File: src/rtl/alu_exec_unit.sv
// Multi-cycle ALU execution unit: single-cycle add/sub/and/or/slt, bit-serial shifts,
// valid/ready handshake on both sides with a registered result and zero flag.
module alu_exec_unit #(
   parameter int unsigned WIDTH   = 32,
   parameter int unsigned SHAMT_W = $clog2(WIDTH)
) (
   input  logic               clk,
   input  logic               rst_n,
   input  logic               flush,
   input  logic               in_valid,
   output logic               in_ready,
   input  logic [2:0]         alu_control,
   input  logic [WIDTH-1:0]   src_a,
   input  logic [WIDTH-1:0]   src_b,
   output logic               out_valid,
   input  logic               out_ready,
   output logic [WIDTH-1:0]   result,
   output logic               zero
);

   typedef enum logic [1:0] {
      IDLE  = 2'b00,
      SHIFT = 2'b01,
      DONE  = 2'b10
   } state_t;

   localparam logic [2:0] OP_ADD = 3'b000;
   localparam logic [2:0] OP_SUB = 3'b001;
   localparam logic [2:0] OP_AND = 3'b010;
   localparam logic [2:0] OP_OR  = 3'b011;
   localparam logic [2:0] OP_SLT = 3'b101;

   // Latched shift direction is alu_control[1:0]: 00 sll, 10 srl, 11 sra.
   localparam logic [1:0] SH_SLL = 2'b00;
   localparam logic [1:0] SH_SRL = 2'b10;

   state_t               state, state_n;
   logic [WIDTH-1:0]     shreg, shreg_n;
   logic [SHAMT_W-1:0]   cnt, cnt_n;
   logic [1:0]           sh_op, sh_op_n;
   logic [WIDTH-1:0]     result_n;
   logic                 zero_n;
   logic                 out_valid_n;
   logic                 in_ready_n;

   logic                 is_shift_c;
   logic                 slt_c;
   logic [WIDTH-1:0]     alu_res_c;
   logic [WIDTH-1:0]     shifted_c;
   logic [SHAMT_W-1:0]   amt_c;

   // Single-cycle datapath for the non-shift codes.
   always_comb begin
      slt_c     = $signed(src_a) < $signed(src_b);
      alu_res_c = '0;
      case (alu_control)
         OP_ADD:  alu_res_c = src_a + src_b;
         OP_SUB:  alu_res_c = src_a - src_b;
         OP_AND:  alu_res_c = src_a & src_b;
         OP_OR:   alu_res_c = src_a | src_b;
         OP_SLT:  alu_res_c = {{(WIDTH-1){1'b0}}, slt_c};
         default: alu_res_c = '0;
      endcase
   end

   assign is_shift_c = alu_control[2] && (alu_control != OP_SLT);
   assign amt_c      = src_b[SHAMT_W-1:0];

   // One-bit step of the iterative shifter.
   always_comb begin
      case (sh_op)
         SH_SLL:  shifted_c = {shreg[WIDTH-2:0], 1'b0};
         SH_SRL:  shifted_c = {1'b0, shreg[WIDTH-1:1]};
         default: shifted_c = {shreg[WIDTH-1], shreg[WIDTH-1:1]};
      endcase
   end

   // Next-state and datapath-register update; flush overrides everything.
   always_comb begin
      state_n  = state;
      shreg_n  = shreg;
      cnt_n    = cnt;
      sh_op_n  = sh_op;
      result_n = result;
      zero_n   = zero;

      if (flush) begin
         state_n = IDLE;
         cnt_n   = '0;
      end else begin
         case (state)
            IDLE: begin
               if (in_valid) begin
                  if (is_shift_c) begin
                     shreg_n = src_a;
                     cnt_n   = amt_c;
                     sh_op_n = alu_control[1:0];
                     if (amt_c == '0) begin
                        result_n = src_a;
                        zero_n   = (src_a == '0);
                        state_n  = DONE;
                     end else begin
                        state_n  = SHIFT;
                     end
                  end else begin
                     result_n = alu_res_c;
                     zero_n   = (alu_res_c == '0);
                     state_n  = DONE;
                  end
               end
            end
            SHIFT: begin
               shreg_n = shifted_c;
               cnt_n   = cnt - SHAMT_W'(1);
               if (cnt == SHAMT_W'(1)) begin
                  result_n = shifted_c;
                  zero_n   = (shifted_c == '0);
                  state_n  = DONE;
               end
            end
            DONE: begin
               if (out_ready) state_n = IDLE;
            end
            default: state_n = IDLE;
         endcase
      end

      out_valid_n = (state_n == DONE);
      in_ready_n  = (state_n == IDLE);
   end

   always_ff @(posedge clk or negedge rst_n) begin
      if (!rst_n) begin
         state     <= IDLE;
         shreg     <= '0;
         cnt       <= '0;
         sh_op     <= SH_SLL;
         result    <= '0;
         zero      <= 1'b0;
         out_valid <= 1'b0;
         in_ready  <= 1'b1;
      end else begin
         state     <= state_n;
         shreg     <= shreg_n;
         cnt       <= cnt_n;
         sh_op     <= sh_op_n;
         result    <= result_n;
         zero      <= zero_n;
         out_valid <= out_valid_n;
         in_ready  <= in_ready_n;
      end
   end

endmodule
File: config.mk
export PLATFORM = sky130hd
export DESIGN_NAME = alu_exec_unit
export DESIGN_NICKNAME = d
export VERILOG_FILES = /design/src/rtl/alu_exec_unit.sv
export SDC_FILE = /design/constraint.sdc
export NUM_CORES = 1
export LEC_CHECK = 0
export ABC_AREA = 1
export BUFFER_PORTS_ARGS = -buffer_cell sky130_fd_sc_hd__buf_2
export CAP_MARGIN = 25
export CELL_PAD_IN_SITES_DETAIL_PLACEMENT = 0
export CELL_PAD_IN_SITES_GLOBAL_PLACEMENT = 1
export CORE_MARGIN = 2
export CORE_UTILIZATION = 46
export DETAILED_ROUTE_END_ITERATION = 7
export GPL_ROUTABILITY_DRIVEN = 1
export PLACE_DENSITY_LB_ADDON = 0.1
export SLEW_MARGIN = 30
export SYNTH_ARGS = -nofsm -noshare
export SYNTH_HDL_FRONTEND = slang
export SYNTH_SLANG_ARGS = --single-unit
File: constraint.sdc
create_clock -name clk -period 3.95 [get_ports clk]
set_clock_uncertainty 0.15 [all_clocks]
set_input_delay 0.1975 -clock clk [delete_from_list [all_inputs] [get_ports clk]]
set_output_delay 0.1975 -clock clk [all_outputs]
set_load 0.02 [all_outputs]
=== Word level (Yosys, flattened, before mapping) ===
Cells that the tools add are included.

* Flip-flop bits (word level): 76
* Input port bits: 72
* Output and inout port bits: 35
* Logic and storage cells: 72

* $add $sub $neg: 3
* Magnitude comparators: 1
* Equality and inequality tests: 16
* Muxes and demuxes: 26
* Bitwise logic cells: 3
* Reduce and logical (&&, ||, !) cells: 15

{| class="wikitable"
|+ Operator list
! kind !! count
|-
| 32-bit 2-to-1 mux || 6
|-
| 32-bit one-hot mux with 2 select lines || 3
|-
| 32-bit one-hot mux with 5 select lines || 1
|-
| 32-bit logical NOT || 3
|-
| 32-bit adder || 1
|-
| 32-bit AND || 1
|-
| 32-bit < comparator || 1
|-
| 32-bit OR || 1
|-
| 32-bit subtractor || 1
|-
| 5-bit 2-to-1 mux || 3
|-
| 2-bit 2-to-1 mux || 6
|-
| 3-bit != test, second input constant || 4
|-
| 5-bit one-hot mux with 2 select lines || 1
|-
| 4-bit AND reduction || 2
|-
| 2-bit == test, second input constant || 3
|-
| 3-bit by 2-bit == test with 1-bit output, second input constant || 2
|-
| 2-bit logical NOT || 3
|-
| 2-bit != test, second input constant || 3
|-
| 2-bit one-hot mux with 3 select lines || 1
|-
| 5-bit by 1-bit == test with 1-bit output, second input constant || 1
|-
| 5-bit logical NOT || 1
|-
| 5-bit AND reduction || 1
|-
| 5-bit by 1-bit subtractor with 5-bit output, second input constant || 1
|-
| 1-bit 2-to-1 mux || 4
|-
| other kinds (10) || 10
|}

=== Logic depth before layout (Yosys ltp) ===
* Word-level depth: 7
* Mapped depth: 24
* Gate-level depth less buffers: 23

=== Worst setup path before layout ===
No wires, ideal clock.

* Kind: input port to flip-flop
* From: input src_a[0]
* To: register zero
* Setup time: 73 ps
* Data arrival time: 2,146 ps
* Data required time: 3,727 ps
* Slack: 1,581 ps
* Stages: 21
* Buffers on the path: 0
* Cells stage by stage: inv_1 -> ha_1 -> fa_1 -> inv_1 -> nand2_1 -> nand2_1 -> and2_1 -> nand2_1 -> nand3_1 -> nand2_1 -> nand3_1 -> nand2_1 -> a21oi_1 -> nand2_1 -> nor2_1 -> nand2_1 -> nor2_1 -> nand3_1 -> nand2_1 -> nand2_1 -> a21oi_2

* Longest elaborated chain between the ends: 6
* Elaborated cells on any way between the ends: 12
* Those cells by class: 2 x add/sub; 1 x order compare; 5 x mux; 2 x bitwise; 2 x reduce/logical

{| class="wikitable"
|+ RTL lines
! element !! RTL line !! source
|-
| start: declaration || 13 || <nowiki>input logic [WIDTH-1:0] src_a,</nowiki>
|-
| 32-bit subtractor (tied with other cells) || 58 || <nowiki>OP_SUB: alu_res_c = src_a - src_b;</nowiki>
|-
| 32-bit one-hot mux with 5 select lines || 56 || <nowiki>case (alu_control)</nowiki>
|-
| 32-bit logical NOT || 107 || <nowiki>zero_n = (alu_res_c == '0);</nowiki>
|-
| 1-bit 2-to-1 mux (*) || 94 || <nowiki>if (is_shift_c) begin</nowiki>
|-
| 1-bit 2-to-1 mux (*) || 93 || <nowiki>if (in_valid) begin</nowiki>
|-
| 1-bit one-hot mux with 2 select lines (*) || 91 || <nowiki>case (state)</nowiki>
|-
| end signal: assignment || 148 || <nowiki>zero <= zero_n;</nowiki>
|-
| end: declaration || 18 || <nowiki>output logic zero</nowiki>
|}

Every way passes the cells marked *; elsewhere a longest branch is shown, timed or not. The select of a mux whose other input is x is not followed.
A chain may end at the register's enable or synchronous reset.

=== Worst setup path after layout ===
Same ends and word-level chain as after synthesis.

==> flow_summary_export.csv <==
group,metric,value,unit
yosys,async_reset_ff_frac,1.00,
yosys,synth_edf_count,0,
hold_path,holdCritPathClass,"in -> reg",
yosys,yosysWarnings,0,
layout,fin_area,0.0119,sq mm
layout,layout.cells.non_filler,2275,
hold_path,min_from,"src_a[17]",
pwr,switching_share,0.468,
timing,fin_crit_sh,0.792,
hold_path,min_path_cells,3,
pwr,p_leak,6.59,nW
clocking,cts_sinks,76,
placement,dp_slack,0.595,ns
placement,dpl_cell_area,0.0116,sq mm
floorplan,rows,56,
detailed_routing,firstDrtPassIters,8,
floorplan,die_area,0.0249,sq mm
floorplan,start_util,0.467,
critical_path,start_kind,"input port",
placement,placed_cells,2257,
grt,grt_max_degree,78,
clocking,hold_buffers,2,
timing,fin_ws,0.823,ns
floorplan,die_w,158,um
critical_path,endpoint_kind,"register",
timing,finalCriticalPeriod,3.13,ns
pwr,switchingPower,1.81,mW
layout,area_delta_synth_final,9.47,%
timing,worst_slew_pin_slew,0.814,ns
pwr,p_clk_frac,0.216,
critical_path,cpMostUsedCell,"nand2_1",
timing,rsz0062_at_grt,"false",
timing,setup_viol,0,
layout,diodes,0,
layout,layout.nets,2138,
yosys,yosys.area.top_type,"nand2_1",
detailed_routing,vias,12166,
detailed_routing,ant_nets,0,
critical_path,cp_max_fo,4,
pwr,power.density,324,mW/mm^2
critical_path,r2r-end,"zero$_DFFE_PN0P_",
pwr,power.internal,2.05,mW
detailed_routing,wl_per_cell,18.8,um
critical_path,cpPeakStageDelay,0.45,ns
critical_path,rrSetupSlack,1.09,ns
critical_path,critical-path-top-delay-family,"simple AND/OR/NAND/NOR gates",
yosys,ys.flop_type,"dfrtp_1",
critical_path,reg2regPathDepth,6,
critical_path,slowest_stage,"fa_1",
floorplan,dieHeight,158,um
placement,dp_hpwl,35.1,mm
clocking,cts_setup_buffers,0,
timing,finalSetupTns,0,ns
layout,layout-drive-gt1-share,0.108,
job,cap_violations,0,
critical_path,cp.arrival,3.25,ns
critical_path,crit_chain,"buf_2 -> inv_1 -> ha_1 -> fa_1 -> inv_1 -> nand2_1 -> nand2_1 -> nand3_1 -> nand2_1 -> nand2_1 -> nand2_1 -> nand2_1 -> nand3_1 -> nand2_1 -> nor2_1 -> nand3_1 -> nor2_1 -> nand2_1 -> nor2_1 -> nand3_1 -> nand2_1 -> nand2_1 -> a21oi_2",
floorplan,coreArea,0.0233,sq mm
hold_path,hold_end,"shreg[17]$_DFFE_PN0P_",
clocking,numCtsBuffers,9,
yosys,synth_top_area_share,0.182,
detailed_routing,drcViolationCount,0,
detailed_routing,drt_iter0_markers,1158,
yosys,ys_ff_latch,76,
yosys,yosysSeqAreaShare,0.175,
detailed_routing,wl,42.8,mm
critical_path,reg2reg_from,"sh_op[0]$_DFFE_PN0P_",
yosys,avgSynthCellArea,5.77,sq um
grt,grt_overflow_total,0,
timing,fmax,0.320,GHz
placement,numPortBuffers,106,
timing,final-max-slew-violation-count,0,
placement,gp_congestion,0.982,
yosys,ys_top_cells_by_count,"nand2_1, inv_1, nor2_1",
clocking,cts.repair.resized,0,
grt,grt_usage,0.344,
floorplan,ioPinCount,107,
critical_path,crit_buf_inv,3,
clocking,clk_latency,0.34,ns
critical_path,required,4.07,ns
yosys,syn-num-nets,2073,
clocking,tritoncts,"done",
pwr,comb_power_share,0.504,
detailed_routing,via_per_inst,5.35,
layout,final_core_util,0.511,
grt,antenna_found_initial,0,
clocking,cts_max_level,3,
yosys,synth_area_leaders,"nand2_1, dfrtp_1, ha_1",
timing,finalHoldViolations,0,
clocking,cts_root_buf,"clkbuf_16",
yosys,yosysMostFrequentCell,"nand2_1",
pwr,power_frac_seq,0.280,
grt,grt_pass1_vias,11432,
pwr,vdd_drop_max,0.291,mV
clocking,clk_path_buf_depth,2,
clocking,clk_pin_slew,0.06,ns
critical_path,crit_type,"in -> reg",
run_status,status,"completed",
yosys,synthCells,1886,
yosys,syn-cell-area,0.0109,sq mm
grt,grt_pass1_wl,64.8,mm
pwr,power.total,3.86,mW
timing,holdWs,0.0364,ns
timing,relSlewSlack,0.457,
yosys,synthDistinctLibCells,47,
-- final cells by class --
class	count	area, sq um
inverter	320	1200
fill	2589	11400
clock buffer	11	233
sequential	76	1900
clock inverter	5	61.3
timing repair buffer	122	674
multi-input combinational	1422	7450
tap	319	399
-- state kept, by name, indices dropped and copies added (netlist names) --
name	cells
result	32
zero	1
cnt	5
out_valid	1
state	2
sh_op	2
shreg	32
in_ready	1
-- cell usage in the layout (no fill, tap or decap), types with 2 or more instances in the layout --
| master | Yosys | routed |
|---|---|---|
| nor2_1 | 226 | 221 |
| xor2_1 | 2 | 2 |
| a21boi_0 | 10 | 10 |
| clkbuf_16 | 0 | 9 |
| nor2_4 | 3 | 3 |
| inv_2 | 14 | 15 |
| nand2_1 | 529 | 529 |
| clkinvlp_4 | 0 | 3 |
| nand2_2 | 7 | 7 |
| o21ai_1 | 3 | 3 |
| fa_1 | 2 | 2 |
| inv_1 | 306 | 305 |
| dlygate4sd3_1 | 0 | 2 |
| nor4_1 | 5 | 5 |
| nand3_2 | 2 | 2 |
| nand3b_1 | 3 | 3 |
| nor3_2 | 7 | 6 |
| buf_2 | 20 | 105 |
| a21oi_1 | 127 | 127 |
| o22ai_1 | 5 | 5 |
| a31oi_1 | 21 | 21 |
| clkbuf_1 | 28 | 2 |
| and3_1 | 2 | 2 |
| ha_1 | 113 | 113 |
| nand4_1 | 28 | 28 |
| nand2_4 | 2 | 2 |
| o21bai_1 | 10 | 10 |
| o21ai_0 | 104 | 104 |
| buf_4 | 10 | 13 |
| nor2_2 | 16 | 21 |
| nand3_1 | 135 | 135 |
| mux2i_1 | 2 | 2 |
| or2_2 | 11 | 11 |
| o211ai_1 | 2 | 2 |
| dfrtp_1 | 75 | 75 |
| a22oi_1 | 11 | 11 |
| nor3_1 | 17 | 17 |
| a21oi_2 | 5 | 5 |
| and2_1 | 4 | 4 |
-- power by group through the flow --
stage          Clock, mW  Sequential, mW  Combinational (mW)
2_1_floorplan          0            1.21                1.15
3_3_place_gp           0            1.09                1.90
3_5_place_dp           0            1.09                1.91
4_1_cts            0.843            1.08                1.92
5_1_grt            0.868            1.10                2.17
6_report           0.832            1.08                1.95
-- routing by layer --
layer | track usage | vias to the layer above | routed length [um]
met5 | 0 | - | 0
met4 | 0.171 | 0 | 2300
met3 | 0.0367 | 102 | 2650
met2 | 0.569 | 493 | 19300
met1 | 0.445 | 5493 | 18500
li1 | - | 6078 | -
-- logic make-up after synthesis --
family                   synth area share
XOR/XNOR                          0.00161
AND/OR/NAND/NOR                     0.390
multiplexers                      0.00184
buffers and inverters               0.143
adder cells (fa/ha/maj)             0.134
AO/OA/AOI/OAI                       0.155
flip-flops                          0.175
-- worst min-delay path, delay by kind of cell --
family,cells,cell delay (ns)
and+or+nand+nor,1,0.08
AOI/OAI and AO/OA,1,0.08
buffers and inverters,1,0.13
-- worst max path at each step --
stage | from | end | slack [ns] | cells after the start
after global routing | src_a[0] | zero$_DFFE_PN0P_ | 0.54 | 23
final | src_a[0] | zero$_DFFE_PN0P_ | 0.82 | 23
after global placement | src_a[0] | zero$_DFFE_PN0P_ | 0.54 | 23
after floorplan | src_a[0] | zero$_DFFE_PN0P_ | 1.58 | 21
after CTS | src_a[0] | zero$_DFFE_PN0P_ | 0.93 | 23
after detailed placement | src_a[0] | zero$_DFFE_PN0P_ | 0.60 | 23
No activity file was read; power rests on OpenSTA's default activity.
